**config.mk**
```make
export PLATFORM = sky130hd
export DESIGN_NAME = serial_mem_arbiter
export DESIGN_NICKNAME = d
export VERILOG_FILES = /design/src/rtl/serial_mem_arbiter.sv
export SDC_FILE = /design/constraint.sdc
export NUM_CORES = 1
export LEC_CHECK = 0
export CAP_MARGIN = 20
export CORE_MARGIN = 3
export CORE_UTILIZATION = 40
export CTS_CLUSTER_SIZE = 16
export DETAILED_ROUTE_END_ITERATION = 8
export GPL_TIMING_DRIVEN = 0
export PLACE_DENSITY = 0.77
export SYNTH_ARGS = -nofsm -noshare
export SYNTH_HDL_FRONTEND = slang
export SYNTH_SLANG_ARGS = --single-unit
```
**constraint.sdc**
```tcl
create_clock -name clk -period 2 [get_ports clk]
set_input_delay 0.4 -clock clk [delete_from_list [all_inputs] [get_ports clk]]
set_output_delay 0.4 -clock clk [all_outputs]
set_load 0.05 [all_outputs]
```
**src/rtl/serial_mem_arbiter.sv**
```systemverilog
// Byte-serial RAM controller arbitrating an instruction-fetch port and a load/store port.
// Each access is split into little-endian byte transfers on an 8-bit bus.
module serial_mem_arbiter #(
   parameter int unsigned ADDR_W   = 32,
   parameter int unsigned DATA_W   = 32,
   parameter int unsigned ARB_MODE = 0
) (
   input  logic              clk,
   input  logic              rst_n,
   input  logic              rdy,
   input  logic [7:0]        mem_din,
   output logic [7:0]        mem_dout,
   output logic [ADDR_W-1:0] mem_a,
   output logic              mem_wr,
   input  logic              inst_req,
   input  logic [ADDR_W-1:0] inst_addr,
   input  logic              inst_flush,
   output logic [DATA_W-1:0] inst_rdata,
   output logic              inst_done,
   input  logic              data_req,
   input  logic              data_we,
   input  logic [1:0]        data_size,
   input  logic [ADDR_W-1:0] data_addr,
   input  logic [DATA_W-1:0] data_wdata,
   output logic [DATA_W-1:0] data_rdata,
   output logic              data_done,
   output logic              busy
);

   localparam int unsigned NB = DATA_W / 8;
   localparam int unsigned CW = $clog2(NB + 1);

   typedef enum logic [1:0] {StIdle, StRd, StWr, StDone} state_e;

   state_e            state_q;
   logic [CW-1:0]     k_q;
   logic [CW-1:0]     n_q;
   logic              owner_q;      // 1 = data port owns the transfer
   logic              last_data_q;  // round-robin pointer: last port served was data
   logic              flushed_q;
   logic [DATA_W-1:0] wbuf_q;
   logic [DATA_W-1:0] rbuf_q;
   logic [7:0]        mem_dout_q;
   logic [ADDR_W-1:0] mem_a_q;
   logic              mem_wr_q;
   logic              inst_done_q;
   logic              data_done_q;
   logic [DATA_W-1:0] inst_rdata_q;
   logic [DATA_W-1:0] data_rdata_q;

   logic              inst_ok;
   logic              grant_data;
   logic              any_req;
   int unsigned       data_nb;
   logic [CW-1:0]     acc_n;
   logic [DATA_W-1:0] rd_cap;
   logic              last_rd;
   logic              last_wr;

   assign inst_ok = inst_req & ~inst_flush;
   assign any_req = data_req | inst_ok;
   assign last_rd = (k_q == n_q);
   assign last_wr = (k_q + CW'(1) == n_q);

   always_comb begin
      grant_data = data_req;
      if (data_req && inst_ok && ARB_MODE != 0) grant_data = ~last_data_q;
   end

   always_comb begin
      data_nb = 32'd1 << data_size;
      if (data_nb > NB) data_nb = NB;
      acc_n = grant_data ? CW'(data_nb) : CW'(NB);
   end

   // mem_din always carries the byte addressed one active cycle earlier, i.e. byte k-1
   always_comb begin
      rd_cap = rbuf_q;
      for (int i = 0; i < int'(NB); i++) begin
         if (i + 1 == int'(k_q)) rd_cap[8*i +: 8] = mem_din;
      end
   end

   always_ff @(posedge clk or negedge rst_n) begin
      if (!rst_n) begin
         state_q      <= StIdle;
         k_q          <= '0;
         n_q          <= '0;
         owner_q      <= 1'b0;
         last_data_q  <= 1'b1;
         flushed_q    <= 1'b0;
         wbuf_q       <= '0;
         rbuf_q       <= '0;
         mem_dout_q   <= '0;
         mem_a_q      <= '0;
         mem_wr_q     <= 1'b0;
         inst_done_q  <= 1'b0;
         data_done_q  <= 1'b0;
         inst_rdata_q <= '0;
         data_rdata_q <= '0;
      end else begin
         // Flush is an event, so it is recorded even while the bus is stalled
         if (state_q == StRd && !owner_q && inst_flush) flushed_q <= 1'b1;
         if (rdy) begin
            unique case (state_q)
               StIdle: begin
                  if (any_req) begin
                     owner_q     <= grant_data;
                     last_data_q <= grant_data;
                     n_q         <= acc_n;
                     k_q         <= '0;
                     rbuf_q      <= '0;
                     flushed_q   <= 1'b0;
                     mem_a_q     <= grant_data ? data_addr : inst_addr;
                     if (grant_data && data_we) begin
                        state_q    <= StWr;
                        mem_wr_q   <= 1'b1;
                        mem_dout_q <= data_wdata[7:0];
                        wbuf_q     <= data_wdata >> 8;
                     end else begin
                        state_q <= StRd;
                     end
                  end
               end
               StRd: begin
                  if (last_rd) begin
                     state_q <= StDone;
                     if (owner_q) begin
                        data_rdata_q <= rd_cap;
                        data_done_q  <= 1'b1;
                     end else if (!(flushed_q || inst_flush)) begin
                        inst_rdata_q <= rd_cap;
                        inst_done_q  <= 1'b1;
                     end
                  end else begin
                     rbuf_q <= rd_cap;
                     k_q    <= k_q + CW'(1);
                     if (k_q + CW'(1) != n_q) mem_a_q <= mem_a_q + ADDR_W'(1);
                  end
               end
               StWr: begin
                  if (last_wr) begin
                     state_q     <= StDone;
                     mem_wr_q    <= 1'b0;
                     data_done_q <= 1'b1;
                  end else begin
                     k_q        <= k_q + CW'(1);
                     mem_a_q    <= mem_a_q + ADDR_W'(1);
                     mem_dout_q <= wbuf_q[7:0];
                     wbuf_q     <= wbuf_q >> 8;
                  end
               end
               StDone: begin
                  state_q     <= StIdle;
                  inst_done_q <= 1'b0;
                  data_done_q <= 1'b0;
               end
               default: state_q <= StIdle;
            endcase
         end
      end
   end

   // A stalled cycle must neither write RAM nor be mistaken for the completion cycle
   assign mem_wr     = mem_wr_q & rdy;
   assign inst_done  = inst_done_q & rdy;
   assign data_done  = data_done_q & rdy;
   assign mem_a      = mem_a_q;
   assign mem_dout   = mem_dout_q;
   assign inst_rdata = inst_rdata_q;
   assign data_rdata = data_rdata_q;
   assign busy       = (state_q != StIdle);

endmodule

```
==> flow_summary.toml <==
[sta]
maxSlewViolCount = 0
hold_viol_final = 13
setup_viol = 61
min_period_ns = 2.33
setup_tns_ns = -8.20
whs_ns = -0.0261
fin_worst_skew_ns = 0.0163
fin_crit_sh = 1.17
setup_ws_ns = -0.330
rsz0062_at_grt = "yes"
fmax_mhz = 429
tightestPinTransition_ns = 0.735
relSlewSlack = 0.510

[route]
postRouteAntennaNets = 0
drt_iter0_drc = 819
drc_errors = 0
drt-pass1-iter-count = 6
routed_via_density = 5.84
wl_per_cell_um = 20.0
vias = 8749
routed_wl_um = 29900

[critical_path]
critPathLaunchType = "flip-flop"
endpoint_kind = "flip-flop"
cp-startpoint = "k_q[0]"
r2r_slack_ns = -0.33
r2r_start = "k_q[0]"
r2r_end = "mem_a[15]"
critPathRequiredTime_ns = 2.31
critPathMaxFanout = 8
r2r_cells = 9
path_class = "flip-flop to flip-flop"
crit_end = "mem_a[15]"
arrival_ns = 2.64

[logic_synthesis]
synth_area_um2 = 8730
ys.flop_type = "dfrtp_1"
synth_nets = 1051
yosysSeqAreaShare = 0.496
synth_area_leaders = "dfrtp_1 50%, mux2i_1 7.5%, nand2_1 5.8%, o21ai_0 5.6%, a21oi_1 3.8%"
synth-edff-count = 0
yosys_warnings = 0
yosys.area.top_type = "dfrtp_1"
synth_seq_cells = 173
synth_cells = 926
yosysUniqueCellTypes = 55
avgSynthCellArea_um2 = 9.43
synth_top_area_frac = 0.496
ys_async_sr_fraction = 1.00

[clock_network]
numCtsBuffers = 17
clk_pin_slew_ns = 0.07
cts_buffer_depth = 2
cts_hold_buf = 0
clock_latency_ns = 0.44
numClockSinks = 173
cts_tree = "yes"
clockRootBuffer = "clkbuf_16"
cts_max_level = 4

[global_routing]
grt.total_usage = 0.237
grt_pass1_wl_um = 45200
grt-ovfl-total = 0
grt_max_degree = 90
antenna_found_initial = 0
grt_pass1_vias = 8456

[final_layout]
final_cell_mix = "150 x dfrtp_1, 111 x nand2_1, 110 x clkdlybuf4s50_1"
drive_above_1_share = 0.247
utilization = 0.628
mostFrequentLayoutCell = "dfrtp_1"
nNetsFinal = 1335
diodes = 0
syn2layout_area_growth_pct = 52.6

[power]
cellPowerDensity_nw_per_um2 = 1650
irDropWorstVdd_v = 0.000984
seqPwrFrac = 0.285
pwr-share-clk = 0.157
leakagePower_nw = 6.00
p_int_w = 0.0112
power_frac_comb = 0.559
power.switching_w = 0.0108
p_sw_frac = 0.489

[floorplan]
chipHeight_um = 154
io_pins = 221
dieArea_um2 = 23600
start_util = 0.411
die_w_um = 154
row_count = 53
coreArea_um2 = 21200

[outcome]
status = "finished with violations"
violations = "hold timing, setup timing"

[hold_path]
hold_class = "input port to asynchronous set/reset pin"

[flow_run]
cap_viol_max_count = 0

[placement]
portBuffers = 220
hpwl_um = 19900
finalWeightedCongestion = 0.941
pre_cts_ws_ns = -0.967
-- power groups by stage --
| stage | combinational [W] | sequential, W | clock, W |
|---|---|---|---|
| after floorplan | 0.00431 | 0.00863 | 0 |
| after global placement | 0.0102 | 0.00612 | 0 |
| after detailed placement | 0.0104 | 0.00616 | 0 |
| after CTS | 0.0111 | 0.00612 | 0.00348 |
| after global routing | 0.0130 | 0.00645 | 0.00365 |
| final | 0.0123 | 0.00626 | 0.00344 |
-- per-layer routing --
layer / track usage / up-vias / wire length, µm
met5: 0 / - / 0
met4: 0.0845 / 0 / 1010
met3: 0.0535 / 95 / 2320
met2: 0.399 / 457 / 14900
met1: 0.300 / 4260 / 11700
li1: - / 3937 / -
-- worst max-delay path, stage by stage (launching register included) --
cell and delay (ns):
dfrtp_2 0.48, ha_4 0.19, ha_4 0.28, xor2_2 0.21, nand3_2 0.15, a21oi_4 0.20
buf_12 0.17, buf_8 0.13, o31ai_1 0.09, a221o_1 0.32
-- worst min-delay path by stage --
stage / startpoint / cells past startpoint / end / slack (ns)
after CTS: rst_n / 1 / inst_rdata[31] / 0.009
after global placement: wbuf_q[15] / 2 / wbuf_q[15] / 0.46
final: rst_n / 1 / data_rdata[31] / -0.03
after floorplan: rst_n / 0 / data_done_q / 0.10
after global routing: rst_n / 1 / data_rdata[23] / 0.03
after detailed placement: rst_n / 1 / inst_rdata[31] / 0.47
-- logic make-up (layout without fill, tap and decap cells) --
kind of cell               after synthesis  in the layout  synth area share
buffers and inverters                   84            381            0.0388
and+or+nand+nor                        311            311             0.171
DFF                                    173            173             0.496
AOI/OAI and AO/OA                      267            267             0.186
muxes                                   74             74            0.0861
adders and majority gates               12             12            0.0172
xor gates and xnor gates                 5              5           0.00502
-- synthesized netlist by cell type, types with 8 or more instances --
cell type	count
buf_2	13
clkbuf_1	43
a22o_1	9
mux2i_1	65
nand3_1	28
dfrtp_1	173
inv_1	20
a221oi_1	15
o21ai_0	98
nand4_1	20
a31oi_1	12
ha_1	12
o21ai_1	9
nand2_1	136
nor2_1	62
nor4_1	16
and3_1	8
a21oi_1	67
o31ai_1	22
mux2_2	9
-- through the flow --
stage / cells / cell area [µm²] / power, W
global placement: 1421 / 11400 / 0.0163
global route: 1498 / 13300 / 0.0231
detailed placement: 1422 / 11400 / 0.0166
finish: 1498 / 13300 / 0.0220
CTS: 1482 / 12700 / 0.0207
floorplan: 926 / 8860 / 0.0129
-- flip-flops by register name, summed over array words and instances, names as in the netlist --
signal,flops
mem_a,32
mem_wr_q,1
wbuf_q,24
mem_dout,8
inst_rdata,32
state_q,2
rbuf_q,32
data_rdata,32
inst_done_q,1
k_q,3
data_done_q,1
n_q,3
owner_q,1
flushed_q,1
-- layout make-up --
cell class                      count  area, µm²
Tap cell                          275        344
Inverter                           20       81.3
Timing Repair Buffer              268       2620
Buffer                             61        515
Sequential cell                   173       4360
Clock buffer                       17        425
Multi-Input combinational cell    669       4780
Clock inverter                     15        193
Fill cell                        1784       7900
-- what timing repair did --
| action | CTS | global route |
|---|---|---|
| cloned | 4 | 7 |
| gates resized for setup | 247 | 156 |
| endpoints found under the setup margin | 273 | 165 |
| setup buffers | 27 | 9 |
| pin swaps | 22 | 44 |
(Power assumes the default switching activity.)
